## config.mk

```make
export PLATFORM = sky130hd
export DESIGN_NAME = dtc
export DESIGN_NICKNAME = d
export VERILOG_FILES = /design/src/rtl/dtc.sv
export SDC_FILE = /design/constraint.sdc
export NUM_CORES = 1
export LEC_CHECK = 0
export BUFFER_PORTS_ARGS = -buffer_cell sky130_fd_sc_hd__buf_2
export CORE_MARGIN = 2
export CORE_UTILIZATION = 40
export CTS_BUF_LIST = sky130_fd_sc_hd__clkbuf_4 sky130_fd_sc_hd__clkbuf_8 sky130_fd_sc_hd__clkbuf_16
export DETAILED_ROUTE_END_ITERATION = 10
export PLACE_DENSITY = 0.56
export SYNTH_ARGS = -nofsm -noshare
export SYNTH_HDL_FRONTEND = slang
export SYNTH_SLANG_ARGS = --single-unit
export TNS_END_PERCENT = 10
```

## constraint.sdc

```tcl
create_clock -name clk -period 4.55 [get_ports clk]
set_clock_uncertainty 0.1 [all_clocks]
set_input_delay 0.2275 -clock clk [delete_from_list [all_inputs] [get_ports clk]]
set_output_delay 0.2275 -clock clk [all_outputs]
set_load 0.02 [all_outputs]
```

## src/rtl/dtc.sv

```systemverilog
`default_nettype none
// ============================================================================
// Module      : dtc
// Description : Digital-to-time converter. Takes a code over valid/ready,
//               drives an analog-reset hold interval, waits `code` cycles,
//               then emits a one-cycle comparator-style pulse.
// Revision    : 1.0 - initial release
// ============================================================================
module dtc #(
    parameter int WIDTH = 8,
    parameter int HOLD  = 101
) (
    input  logic             clk,
    input  logic             rst,
    input  logic [WIDTH-1:0] code,
    input  logic             valid,
    output logic             ready,
    input  logic             cont,
    output logic             ana_rst,
    output logic             cmp_o,
    output logic             busy,
    output logic [7:0]       n_pulses
);

    localparam logic [1:0]  S_IDLE = 2'd0;
    localparam logic [1:0]  S_HOLD = 2'd1;
    localparam logic [1:0]  S_RUN  = 2'd2;
    localparam logic [1:0]  S_FIRE = 2'd3;

    localparam logic [15:0] c_hold_last = 16'(HOLD - 1);

    logic [1:0]       r_state;
    logic [15:0]      r_hold_cnt;
    logic [WIDTH-1:0] r_run_cnt;
    logic [WIDTH-1:0] r_code;
    logic             r_ana_rst;
    logic             r_cmp;
    logic             r_busy;
    logic [7:0]       r_n_pulses;

    logic [1:0]       w_state_d;
    logic [15:0]      w_hold_cnt_d;
    logic [WIDTH-1:0] w_run_cnt_d;
    logic [WIDTH-1:0] w_code_d;
    logic             w_ana_rst_d;
    logic             w_cmp_d;
    logic             w_busy_d;
    logic [7:0]       w_n_pulses_d;
    logic             w_xfer;

    // ready is the only combinational output; it must drop while rst is high
    assign ready  = ((r_state == S_IDLE) || (r_state == S_FIRE)) && !rst;
    assign w_xfer = valid && ready;

    always_comb begin
        w_state_d    = r_state;
        w_hold_cnt_d = r_hold_cnt;
        w_run_cnt_d  = r_run_cnt;
        w_code_d     = r_code;
        w_ana_rst_d  = r_ana_rst;
        w_cmp_d      = 1'b0;
        w_n_pulses_d = r_n_pulses;

        case (r_state)
            S_IDLE: begin
                w_ana_rst_d = 1'b0;
                if (w_xfer) begin
                    w_code_d     = code;
                    w_state_d    = S_HOLD;
                    w_ana_rst_d  = 1'b1;
                    w_hold_cnt_d = 16'd0;
                end
            end
            S_HOLD: begin
                w_hold_cnt_d = r_hold_cnt + 16'd1;
                if (r_hold_cnt == c_hold_last) begin
                    w_ana_rst_d = 1'b0;
                    w_run_cnt_d = '0;
                    if (r_code == '0) begin
                        w_state_d    = S_FIRE;
                        w_cmp_d      = 1'b1;
                        w_n_pulses_d = r_n_pulses + 8'd1;
                    end else begin
                        w_state_d = S_RUN;
                    end
                end
            end
            S_RUN: begin
                w_run_cnt_d = r_run_cnt + WIDTH'(1);
                // r_code is nonzero here, so code-1 cannot underflow
                if (r_run_cnt == (r_code - WIDTH'(1))) begin
                    w_state_d    = S_FIRE;
                    w_cmp_d      = 1'b1;
                    w_n_pulses_d = r_n_pulses + 8'd1;
                end
            end
            S_FIRE: begin
                if (w_xfer) begin
                    w_code_d     = code;
                    w_state_d    = S_HOLD;
                    w_ana_rst_d  = 1'b1;
                    w_hold_cnt_d = 16'd0;
                end else if (cont) begin
                    w_state_d    = S_HOLD;
                    w_ana_rst_d  = 1'b1;
                    w_hold_cnt_d = 16'd0;
                end else begin
                    w_state_d = S_IDLE;
                end
            end
            default: begin
                w_state_d = S_IDLE;
            end
        endcase

        w_busy_d = (w_state_d != S_IDLE);
    end

    always_ff @(posedge clk) begin
        if (rst) begin
            r_state    <= S_IDLE;
            r_hold_cnt <= 16'd0;
            r_run_cnt  <= '0;
            r_code     <= '0;
            r_ana_rst  <= 1'b0;
            r_cmp      <= 1'b0;
            r_busy     <= 1'b0;
            r_n_pulses <= 8'd0;
        end else begin
            r_state    <= w_state_d;
            r_hold_cnt <= w_hold_cnt_d;
            r_run_cnt  <= w_run_cnt_d;
            r_code     <= w_code_d;
            r_ana_rst  <= w_ana_rst_d;
            r_cmp      <= w_cmp_d;
            r_busy     <= w_busy_d;
            r_n_pulses <= w_n_pulses_d;
        end
    end

    assign ana_rst  = r_ana_rst;
    assign cmp_o    = r_cmp;
    assign busy     = r_busy;
    assign n_pulses = r_n_pulses;

endmodule
`default_nettype wire

```

# --- Word-level counts from Yosys, hierarchy flattened ---
# Index checks and enable logic that the tools add are counted.
totals:
  in_bits: 12
  out_inout_bits: 12
  ff_bits: 45
  wordCells: 63
classes:
  eq_ne: 10
  n_addsub: 4
  n_reduce_logical: 15
  mux: 26
ops:
  columns: ["op", "n"]
  rows:
  - ["two-way mux 16 bit", 3]
  - ["case mux 16 bit (3 select lines)", 1]
  - ["two-way mux 8 bit", 4]
  - ["case mux 8 bit (2 select lines)", 2]
  - ["adder 16 x 1 -> 16 bit (second input constant)", 1]
  - ["adder 8 x 1 -> 8 bit (second input constant)", 2]
  - ["equality test 16 x 7 -> 1 bit (second input constant)", 1]
  - ["two-way mux 1 bit", 10]
  - ["equality test 8 bit", 1]
  - ["zero test 8 bit", 1]
  - ["!= test 2 bit (second input constant)", 4]
  - ["case mux 2 bit (4 select lines)", 1]
  - ["subtractor 8 x 1 -> 8 bit (second input constant)", 1]
  - ["two-way mux 2 bit", 3]
  - ["AND reduction 3 bit", 2]
  - ["equality test 2 bit (second input constant)", 2]
  - ["AND reduction 2 bit", 2]
  - ["AND reduction 4 bit", 1]
  - ["nonzero test 2 bit", 2]
  - ["!= test 3 bit (second input constant)", 1]
  - ["case mux 1 bit (3 select lines)", 1]
  - ["nonzero test 3 bit", 1]
  - ["equality test 2 x 1 -> 1 bit (second input constant)", 1]
  - ["logical AND 1 bit", 2]
  - ["5 further kinds", 5]

# --- Logic depth before layout (Yosys ltp) ---
logic_depth:
  depth_word: 7
  mapped_depth: 9
  mapped_depth_nobuf: 8

# --- Worst setup path after synthesis ---
# No wires, ideal clock.
synth_timing:
  kind: "register to register"
  startpoint: "register r_code[0]"
  endpoint: "register r_n_pulses[5] (netlist: n_pulses[5])"
  setup_time_ps: 123
  synth_period_minus_slack_ps: 2628
  stages_incl_launch_ff: 10
  n_path_buf: 1
  arrival_ps: 2404
  setup_slack_ps: 1922
  path_cell_list: "dfxtp_1 > inv_1 > ha_1 > clkbuf_1 > xor2_1 > o31ai_4 > o2111ai_2 > o41ai_4 > nand3_1 > mux2_1"
synth_via:
  elab_chain_cells: 4
  elab_cells_between_ends: 6
  cone_classes: "add/sub (1); eq/ne (3); reduce/logical (2)"
synth_rtl:
  columns: ["element", "line_no", "source"]
  rows:
  - ["start, declared", "35", "logic [WIDTH-1:0] r_code;"]
  - ["start signal, assigned", "133", "r_code <= w_code_d;"]
  - ["subtractor 8 x 1 -> 8 bit", "91", "if (r_run_cnt == (r_code - WIDTH'(1))) begin"]
  - ["equality test 8 bit", "91", null]
  - ["!= test 2 bit (no source line)", null, null]
  - ["AND reduction 4 bit (no source line) (*)", null, null]
  - ["end signal, assigned", "137", "r_n_pulses <= w_n_pulses_d;"]
  - ["end, declared", "39", "logic [7:0] r_n_pulses;"]
# Mark *: on every way between the ends. The rest lies on a longest branch, timed or not.
# A chain may end at the register's enable or synchronous reset.

# --- Worst setup path in the final report ---
layout_timing:
  startpoint: "register r_state[0]"
  endpoint: "register r_hold_cnt[15]"
layout_via:
  elab_chain_cells: 6
  elab_cells_between_ends: 12
  cone_classes: "eq/ne (4); mux (2); reduce/logical (6)"
layout_rtl:
  columns: ["element", "line_no", "source"]
  rows:
  - ["start, declared", "32", "logic [1:0] r_state;"]
  - ["start signal, assigned", "130", "r_state <= w_state_d;"]
  - ["equality test 2 bit or zero test 2 bit (tied branches)", "52, 64", null]
  - ["logical OR 1 bit", "52", "assign ready = ((r_state == S_IDLE) || (r_state == S_FIRE)) && !rst;"]
  - ["logical AND 1 bit", "52", null]
  - ["logical AND 1 bit", "53", "assign w_xfer = valid && ready;"]
  - ["!= test 3 bit (no source line), or another cell as far along", null, null]
  - ["AND reduction 3 bit (no source line) or case mux 16 bit (3 select lines) (tied branches)", null, null]
  - ["end signal, assigned", "131", "r_hold_cnt <= w_hold_cnt_d;"]
  - ["end, declared", "33", "logic [15:0] r_hold_cnt;"]
# Parallel ways exist; a longest one is shown, timed or not.

==> impl_metrics.tcl <==
set metrics [dict create \
    fill_cells 587 \
    cts-hold-fix-buffers 0 \
    cp-start-kind "flip-flop" \
    finalHoldViolCount 0 \
    path_clk_slew_ns 0.08 \
    synthCells 302 \
    reg2reg_depth 9 \
    cts_setup_buffers 0 \
    drt_drc_violations_left 0 \
    fp.dieH_um 83.0 \
    rows 28 \
    layout.nets 342 \
    ant_nets 0 \
    dp_cells 389 \
    io_buffers 23 \
    peakVddDrop_uv 168 \
    overflow 0 \
    leakagePower_nw 1.04 \
    gp_congestion 0.767 \
    stdcell_area_um2 2770 \
    cp-startpoint "r_state[0]$_SDFF_PP0_" \
    dp_hpwl_mm 3.74 \
    die_x_um 83.0 \
    max_cap_viol_count 0 \
    via_per_inst 5.24 \
    fin_tns_setup_ns 0 \
    ys.flop_type "dfxtp_1" \
    r2r-start "r_state[0]$_SDFF_PP0_" \
    grt_pass1_wl_mm 8.87 \
    status "completed" \
    syn2layout_area_growth_pct 10.8 \
    rr_endpoint "r_hold_cnt[15]$_SDFFE_PP0P_" \
    crit_chain "inv_1 -> ha_1 -> nor3b_2 -> buf_4 -> o21bai_1 -> or4b_2 -> nor4_1 -> xnor2_1 -> nor2_1" \
    vias 2076 \
    wl_mm 5.20 \
    crit_slowest_cell "or4b_2" \
    syn-cell-area_um2 2500 \
    detail_route.iter0.violations 105 \
    finalCritPeriodShare_pct 63.6 \
    yosys.area.top_type "dfxtp_1" \
    clkLatencyLatePin_ns 0.30 \
    max_freq_ghz 0.346 \
    synth.area.top_cells "dfxtp_1 36%, nor2_1 5.6%, xor2_1 5.3%, ha_1 4.5%, xnor2_1 3.9%" \
    synth-edff-count 0 \
    fp.dieArea_um2 6890 \
    synth.top_cell.area_share_pct 36.1 \
    path_class "flip-flop to flip-flop" \
    reg2reg_slack_ns 1.66 \
    synth_cell_types 47 \
    slew_viol_final 0 \
    hold_class "input port to flip-flop" \
    tightest_slew_ns 0.667 \
    io_pins 24 \
    required_ns 4.62 \
    rsz0062_at_grt "false" \
    seq_area_frac_synth_pct 36.1 \
    ys_seq_elements 45 \
    syn_area_per_cell_um2 8.27 \
    min_period_ns 2.89 \
    use_met1_pct 21.5 \
    endpoint_kind "flip-flop" \
    synth_async_sr_flop_share_pct 0 \
    antenna_cells 0 \
    mostFrequentLayoutCell "dfxtp_1" \
    start_util_pct 41.7 \
    cts_tree "done" \
    cts.path.max_buffers 2 \
    final_layout_size_suffix_gt1_share_pct 13.1 \
    antenna_found_initial 0 \
    root_buffer "clkbuf_8" \
    power_density_nw_per_um2 309 \
    final_cell_mix "45 x dfxtp_1, 37 x nor2_1, 25 x nand2_1, 23 x buf_2" \
    track_usage_pct 15.4 \
    crit_end "r_hold_cnt[15]$_SDFFE_PP0P_" \
    maxSlewHeadroom_pct 54.9 \
    grt_pass1_vias 1871 \
    setup_viol 0 \
    grt_max_degree 33 \
    grt-busiest-layer "met2" \
    first_pass_iters 4 \
    met2_usage_pct 23.2 \
    syn_nets 323 \
    use_met3_pct 3.98 \
    ctsHtreeMaxLevel 2 \
    stdcell_count 396 \
    ys_warn_count 0 \
    design.core.area_um2 5990 \
    worst_ep_arrival_time_ns 2.96 \
    numCtsBuffers 5 \
    postPlaceCellArea_um2 2680 \
    cts.sinks 45 \
    wl_per_cell_um 13.1 \
    cts_resized 0 \
    critPathMaxFanout 21 \
    max_stage_delay_ns 0.71 \
]
[Yosys cell counts, drive strengths merged (2+ instances only)]
master	instances
a21o	2
nand2b	6
o21ai	15
a21oi	13
nor2b	5
nand4b	2
nor3b	4
o31ai	5
o21bai	4
inv	13
nand4	6
dfxtp	45
and3	9
xnor2	11
nand2	25
nor4b	2
a211oi	2
xor2	15
or3	4
mux2	4
clkbuf	13
ha	9
a41oi	2
or2	2
mux2i	2
a2111oi	2
nand3	13
nor3	10
nor4	5
nor2	37
[cell type report]
cell class / instances / area [um2] / area share [%]
clock buffer: 7 / 90.1 / 3.25
sequential: 45 / 901 / 32.5
tap: 75 / 93.8 / 3.39
multi-input combinational: 231 / 1500 / 54.3
timing repair buffer: 25 / 130 / 4.70
inverter: 13 / 48.8 / 1.76
[sequential cells by signal, indices dropped and copies added (netlist names)]
name        flops
r_hold_cnt     16
n_pulses        8
r_code          8
r_run_cnt       8
r_state         2
ana_rst         1
busy            1
cmp_o           1
[cells by family (layout without fill, tap and decap cells)]
kind of cell               count (synthesis)  count (layout)  synth area share [%]
adders and majority gates                  9               9                  4.51
DFF                                       45              45                  36.1
xor gates and xnor gates                  26              26                  9.12
buffers and inverters                     26              45                  3.91
and+or+nand+nor                          136             136                  27.9
muxes                                      6               6                  2.61
AOI/OAI and AO/OA                         54              54                  15.9
[through the flow]
step	hold slack (ns)	setup WS [ns]	utilization (%)	power [W]
floorplan	0.236	1.92	-	0.000561
global placement	0.323	1.72	44.7	0.000601
detailed placement	0.328	1.67	44.7	0.000602
CTS	0.0107	1.64	46.2	0.000864
global route	0.0182	1.45	46.2	0.000904
finish	0.0170	1.66	46.2	0.000855
[power breakdown]
part	switching, W	total (W)	internal [W]
Sequential	0.0000169	0.000426	0.000409
Clock	0.000135	0.000262	0.000127
Combinational	0.000102	0.000167	0.0000646
[critical path, delay by kind of cell (launching register included)]
kind	cells	cell delay, ns
xor gates and xnor gates	1	0.16
AOI/OAI and AO/OA	1	0.19
DFF	1	0.38
buffers and inverters	2	0.36
adders and majority gates	1	0.36
and+or+nand+nor	4	1.21
[how the worst min path moves through the flow]
| stage | from | cells past startpoint | to |
|---|---|---|---|
| after detailed placement | code[6] | 3 | r_code[6]$_SDFFE_PP0P_ |
| after CTS | code[6] | 3 | r_code[6]$_SDFFE_PP0P_ |
| after floorplan | code[0] | 2 | r_code[0]$_SDFFE_PP0P_ |
| final | code[6] | 3 | r_code[6]$_SDFFE_PP0P_ |
| after global placement | code[3] | 3 | r_code[3]$_SDFFE_PP0P_ |
| after global routing | code[4] | 3 | r_code[4]$_SDFFE_PP0P_ |
[metal layers]
metal  vias up  wire (um)
li1       1092          -
met1       955       2770
met2        22       2190
met3         7        168
met4         0         67
met5         -          0
(Power assumes the default switching activity.)
